<file path="src/rtl/video_mode_ctrl.sv">
// Mode-change sequencer for video_timing: accepts a timing config, waits for a frame
// boundary, blanks, strobes the new config into the generator and settles before release.
module video_mode_ctrl #(
  parameter int unsigned HW            = 12,
  parameter int unsigned VW            = 11,
  parameter int unsigned DEF_H_ACTIVE  = 640,
  parameter int unsigned DEF_H_TOTAL   = 800,
  parameter int unsigned DEF_V_ACTIVE  = 480,
  parameter int unsigned DEF_V_TOTAL   = 525,
  parameter int unsigned VS_POL        = 0,
  parameter int unsigned BLANK_FRAMES  = 1,
  parameter int unsigned SETTLE_FRAMES = 2,
  parameter int unsigned TIMEOUT_CYC   = 2000000
) (
  input  logic          clk,
  input  logic          rst,
  input  logic          vsync,
  input  logic          req_valid,
  output logic          req_ready,
  input  logic [HW-1:0] req_h_active,
  input  logic [HW-1:0] req_h_total,
  input  logic [VW-1:0] req_v_active,
  input  logic [VW-1:0] req_v_total,
  output logic          req_err,
  output logic          done,
  output logic          busy,
  output logic          blank,
  output logic [HW-1:0] cfg_h_active,
  output logic [HW-1:0] cfg_h_total,
  output logic [VW-1:0] cfg_v_active,
  output logic [VW-1:0] cfg_v_total,
  output logic          cfg_load
);

  localparam logic        VS_LVL = (VS_POL != 0);
  localparam int unsigned FMAX   = (BLANK_FRAMES > SETTLE_FRAMES) ? BLANK_FRAMES : SETTLE_FRAMES;
  localparam int unsigned FW     = $clog2(FMAX + 2);
  localparam int unsigned TW     = (TIMEOUT_CYC > 2) ? $clog2(TIMEOUT_CYC) : 1;
  localparam logic [FW-1:0] BLANK_N  = FW'(BLANK_FRAMES);
  localparam logic [FW-1:0] SETTLE_N = FW'(SETTLE_FRAMES);
  localparam logic [TW-1:0] TO_LAST  = TW'(TIMEOUT_CYC - 1);

  typedef enum logic [2:0] {S_IDLE, S_WAIT, S_BLANK, S_LOAD, S_SETTLE} state_t;

  state_t        state_q;
  logic          vs_q;
  logic [TW-1:0] tcnt_q, tcnt_d;
  logic [FW-1:0] fcnt_q, fcnt_d;
  logic [HW-1:0] pha_q, pht_q, cha_q, cht_q;
  logic [VW-1:0] pva_q, pvt_q, cva_q, cvt_q;
  logic          busy_q, blank_q, load_q, done_q, err_q;
  logic          frame_edge, req_ok, do_load, do_release;

  always_comb begin
    // A missing vsync must not stall a change forever, so the timeout stands in for an edge.
    frame_edge = ((vsync == VS_LVL) && (vs_q != VS_LVL)) || (tcnt_q == TO_LAST);
    fcnt_d     = fcnt_q + 1'b1;
    tcnt_d     = ((state_q == S_IDLE) || frame_edge) ? '0 : tcnt_q + 1'b1;
    req_ok     = (req_h_active != '0) && (req_h_total != '0) &&
                 (req_v_active != '0) && (req_v_total != '0) &&
                 (req_h_active < req_h_total) && (req_v_active < req_v_total);
    do_load    = ((state_q == S_WAIT) && frame_edge && (BLANK_FRAMES == 0)) ||
                 ((state_q == S_BLANK) && frame_edge && (fcnt_d == BLANK_N));
    do_release = ((state_q == S_LOAD) && (SETTLE_FRAMES == 0)) ||
                 ((state_q == S_SETTLE) && frame_edge && (fcnt_d == SETTLE_N));
  end

  always_ff @(posedge clk) begin
    if (rst) begin
      state_q <= S_IDLE;
      vs_q    <= VS_LVL;
      tcnt_q  <= '0;
      fcnt_q  <= '0;
      pha_q   <= '0;
      pht_q   <= '0;
      pva_q   <= '0;
      pvt_q   <= '0;
      cha_q   <= HW'(DEF_H_ACTIVE);
      cht_q   <= HW'(DEF_H_TOTAL);
      cva_q   <= VW'(DEF_V_ACTIVE);
      cvt_q   <= VW'(DEF_V_TOTAL);
      busy_q  <= 1'b0;
      blank_q <= 1'b0;
      load_q  <= 1'b0;
      done_q  <= 1'b0;
      err_q   <= 1'b0;
    end else begin
      vs_q   <= vsync;
      tcnt_q <= tcnt_d;
      load_q <= do_load;
      done_q <= do_release;
      err_q  <= 1'b0;
      if (do_load) begin
        cha_q <= pha_q;
        cht_q <= pht_q;
        cva_q <= pva_q;
        cvt_q <= pvt_q;
      end
      if (do_release) begin
        blank_q <= 1'b0;
        busy_q  <= 1'b0;
      end
      unique case (state_q)
        S_IDLE: begin
          if (req_valid) begin
            if (req_ok) begin
              pha_q   <= req_h_active;
              pht_q   <= req_h_total;
              pva_q   <= req_v_active;
              pvt_q   <= req_v_total;
              busy_q  <= 1'b1;
              state_q <= S_WAIT;
            end else begin
              err_q <= 1'b1;
            end
          end
        end
        S_WAIT: begin
          if (frame_edge) begin
            blank_q <= 1'b1;
            fcnt_q  <= '0;
            state_q <= do_load ? S_LOAD : S_BLANK;
          end
        end
        S_BLANK: begin
          if (frame_edge) begin
            fcnt_q <= fcnt_d;
            if (do_load) state_q <= S_LOAD;
          end
        end
        // Edges landing in the load cycle belong to the old timing and are dropped.
        S_LOAD: begin
          fcnt_q  <= '0;
          state_q <= do_release ? S_IDLE : S_SETTLE;
        end
        S_SETTLE: begin
          if (frame_edge) begin
            fcnt_q <= fcnt_d;
            if (do_release) state_q <= S_IDLE;
          end
        end
        default: state_q <= S_IDLE;
      endcase
    end
  end

  assign req_ready    = (state_q == S_IDLE);
  assign busy         = busy_q;
  assign blank        = blank_q;
  assign cfg_load     = load_q;
  assign done         = done_q;
  assign req_err      = err_q;
  assign cfg_h_active = cha_q;
  assign cfg_h_total  = cht_q;
  assign cfg_v_active = cva_q;
  assign cfg_v_total  = cvt_q;

endmodule

</file>
<file path="config.mk">
export PLATFORM = sky130hd
export DESIGN_NAME = video_mode_ctrl
export DESIGN_NICKNAME = d
export VERILOG_FILES = /design/src/rtl/video_mode_ctrl.sv
export SDC_FILE = /design/constraint.sdc
export NUM_CORES = 1
export LEC_CHECK = 0
export ABC_AREA = 1
export CAP_MARGIN = 10
export CORE_AREA = 2 2 132 134
export CTS_CLUSTER_DIAMETER = 120
export DETAILED_ROUTE_END_ITERATION = 7
export DIE_AREA = 0 0 134 136
export HOLD_SLACK_MARGIN = 0.1
export PLACE_DENSITY = 0.61
export SLEW_MARGIN = 20
export SYNTH_ARGS = -nofsm -noshare
export SYNTH_HDL_FRONTEND = slang
export SYNTH_SLANG_ARGS = --single-unit
</file>
<file path="constraint.sdc">
create_clock -name clk -period 2.42 [get_ports clk]
set_clock_uncertainty 0.15 [all_clocks]
set_input_delay 0.363 -clock clk [delete_from_list [all_inputs] [get_ports clk]]
set_output_delay 0.363 -clock clk [all_outputs]
set_load 0.03 [all_outputs]
</file>
==> results of run 1 <==
==> cells by family after synthesis <==
kind of cell,after synthesis
AO/OA/AOI/OAI,111
adder cells (fa/ha/maj),24
flip-flops,124
XOR/XNOR,7
AND/OR/NAND/NOR,386
buffers and inverters,99
==> sequential cells by signal (all words and copies together) (netlist names), 12 cells and up <==
| signal | count |
|---|---|
| cfg_h_active | 12 |
| cfg_h_total | 12 |
| pha_q | 12 |
| pht_q | 12 |
| tcnt_q | 21 |
==> per-stage QoR <==
| stage | std cells | hold slack [ps] | setup TNS, ps | power, W | instance area [um^2] |
|---|---|---|---|---|---|
| final | 1129 | 302 | 0 | 0.00612 | 7890 |
| after global routing | 1129 | 330 | 0 | 0.00644 | 7890 |
| after CTS | 1129 | 303 | 0 | 0.00619 | 7880 |
| after detailed placement | 1097 | 291 | -10510 | 0.00352 | 7260 |
| after global placement | 1097 | 284 | -9480 | 0.00351 | 7260 |
| after floorplan | 751 | 268 | 0 | 0.00313 | 5810 |
==> routing by layer <==
metal  share of wire  vias to the layer above  GRT usage
met5               0                        -          0
met2            0.48                       84      0.277
met3           0.033                        6     0.0511
met4           0.011                        0     0.0520
met1            0.48                     2307      0.212
li1                -                     2695          -
==> layout by cell type (no fill, tap or decap), types with 4 or more instances in the layout <==
cell,count
nor2_2,4
inv_2,4
xnor2_1,4
clkbuf_16,17
o21ai_1,5
clkinvlp_4,5
nand2_2,4
nor2_1,120
clkdlybuf4s50_1,99
a21oi_2,21
ha_1,24
nand3_1,53
inv_1,57
nand2_1,156
dfxtp_1,124
buf_4,52
o21ai_0,29
a21oi_1,50
nand3_2,22
nor3_1,9
==> critical path: cells and delay by family <==
kind	cells	cell delay, ps
adders and majority gates	1	270
and+or+nand+nor	7	650
buffers and inverters	4	890
AOI/OAI and AO/OA	2	280
==> report_power, final <==
group	switching, W	leakage (nW)	internal (W)
sequential	0.0000721	1.00	0.00218
clock	0.000946	0.291	0.00171
combinational	0.000741	1.83	0.000473
==> area by class of cell <==
type	count	share of cell area
clock buffer	20	0.0592
inverter	63	0.0301
tap	225	0.0357
timing repair buffer	157	0.186
multi-input combinational	528	0.354
sequential	124	0.315
clock inverter	12	0.0206
==> path summary, 6_finish.rpt <==
check | end | slack (ps) | cells past startpoint | from
setup / recovery | pht_q[0] | 160 | 14 | req_h_total[6]
setup reg to reg | cfg_v_total[5] | 330 | 11 | tcnt_q[0]
hold reg to reg | tcnt_q[0] | 300 | 1 | tcnt_q[0]
hold / removal | tcnt_q[0] | 300 | 1 | tcnt_q[0]
==> repair_timing <==
| item | in CTS | in global routing |
|---|---|---|
| resized for setup | 1 | 1 |
| setup endpoints to repair | 1 | 3 |
| hold buffers | 0 | 0 |
==> summary.md, run 1 <==
| Metric | Value |
|---|---|
| Status | complete, no violations |
| Synth top area cells | dfxtp_1 43%, nand2_1 10%, nor2_1 7.8% |
| Leak Pwr | 3.12 nW |
| RSZ-0062 raised after global routing | no |
| Post-synth top cells | 156 x nand2_1, 124 x dfxtp_1, 120 x nor2_1, 57 x inv_1, 53 x nand3_1 |
| Die height | 136 um |
| Max Fanout on Critical Path | 17 |
| Synth Area in Compound Gates | 0.112 |
| FMAX | 443 MHz |
| Worst VDD drop | 519 uV |
| Cell mode on critical path | nand2_1 |
| Type of origin of the critical path | input pin |
| Die area | 0.0182 mm^2 |
| Area of the multi-input gates | 0.00279 mm^2 |
| Vias/cell | 4.51 |
| Die Width | 134 um |
| Post-CTS Setup Bufs | 0 |
| Final Util | 0.467 |
| Mapped Cells | 751 |
| Pre-CTS setup slack | -310 ps |
| Final min period | 2260 ps |
| Diode count | 0 |
| Max-cap viol count | 0 |
| Sink Count | 124 |
| Total track usage | 0.168 |
| Relative max-transition margin | 0.708 |
| Starting Density | 0.344 |
| Post-synthesis sequential area ratio | 0.427 |
| DP HPWL | 10.7 mm |
| Antenna violations before repair | 0 |
| Tightest Pin Transition | 438 ps |
| Adder-Cell Fraction of Synth Area | 0.0517 |
| DRT Wirelength | 14.5 mm |
| Max stage delay cell, worst path | clkdlybuf4s50_1 |
| Top FF cell, synth | dfxtp_1 |
| Most numerous cell in the Yosys netlist | nand2_1 |
| Synth Register Bits | 124 |
| Simple-Gate Fraction of Synth Area | 0.306 |
| Post-Synthesis Cell Area | 0.00581 mm^2 |
| Detail Route Antenna Nets | 0 |
| Worst min path class | reg -> reg |
| CP max stage delay | 540 ps |
| Main combinational cell family by area after synthesis | simple AND/OR/NAND/NOR gates |
| Synth warn | 0 |
| Synth Area in XOR/XNOR | 0.0106 |
| Num ports | 102 |
| DR WL/cell | 12.9 um |
| Crit end category | register |
| Count of final max-slew check failures | 0 |
| Worst EP arrival | 2450 ps |
| First DRT Iteration DRCs | 213 |
| Total Nets Final | 965 |
| PD cells | 776 mW/mm^2 |
| # rows | 48 |
| Via count | 5092 |
| Yosys top cell by area | dfxtp_1 |
| Final Hold Fails | 0 |
| TritonRoute pass-1 iters | 5 |
| CTS tree | done |
| Max clock buf depth | 2 |
| Core area | 0.0169 mm^2 |
| Layout cells sized above 1 | 0.173 |
| Critical path, cell by cell | clkdlybuf4s50_1 -> inv_1 -> ha_1 -> nand2_1 -> inv_1 -> nand2_1 -> nand2_1 -> nand2_1 -> nand2_1 -> a21oi_2 -> and3_4 -> buf_4 -> nand3_1 -> a21oi_1 |
| Clk root buf | clkbuf_16 |
| First-pass GRT wire length | 23.9 mm |
| CP Class | in -> reg |
| CTS H-tree lvls | 4 |
| Yosys top cell area share | 0.427 |
| Setup ws final | 161 ps |
| Register Area | 0.00248 mm^2 |
| Largest net degree at the start of global routing | 47 |
| Netlist cell types | 41 |
| Post-synth EDFFs | 0 |
| Num CTS Buffers | 17 |
| Routability congestion estimate | 0.840 |
| CP required | 2610 ps |
| Post-synthesis mux area share | 0 |
| P&R area growth vs syn | 35.8% |
| Async S/R FF share, synth | 0 |
| Residual DRC | 0 |
| Fillers | 1676 |
| Later-pin clock latency in the skew report | 410 ps |
| Syn nets | 825 |
| Grt total ovfl | 0 |
| Post-Syn Area per Cell | 7.73 um^2 |
| Port Buf Inserts | 101 |
| Final setup vio count | 0 |
| Final Cycle Share | 0.933 |
| Vias in the first global route | 4873 |
| Clk pin slew, worst setup/hold paths | 50 ps |
No activity file was read; power rests on OpenSTA's default activity.
==> run 2: changes to the inputs <==
--- a/config.mk
+++ b/config.mk
@@ -9,6 +9,7 @@
 export CAP_MARGIN = 10
 export CORE_AREA = 2 2 132 134
 export CTS_CLUSTER_DIAMETER = 120
+export CTS_CLUSTER_SIZE = 10
 export DETAILED_ROUTE_END_ITERATION = 7
 export DIE_AREA = 0 0 134 136
 export HOLD_SLACK_MARGIN = 0.1
==> results of run 2 <==
No change in the layout: final DEF, timing and power equal those of run 1.
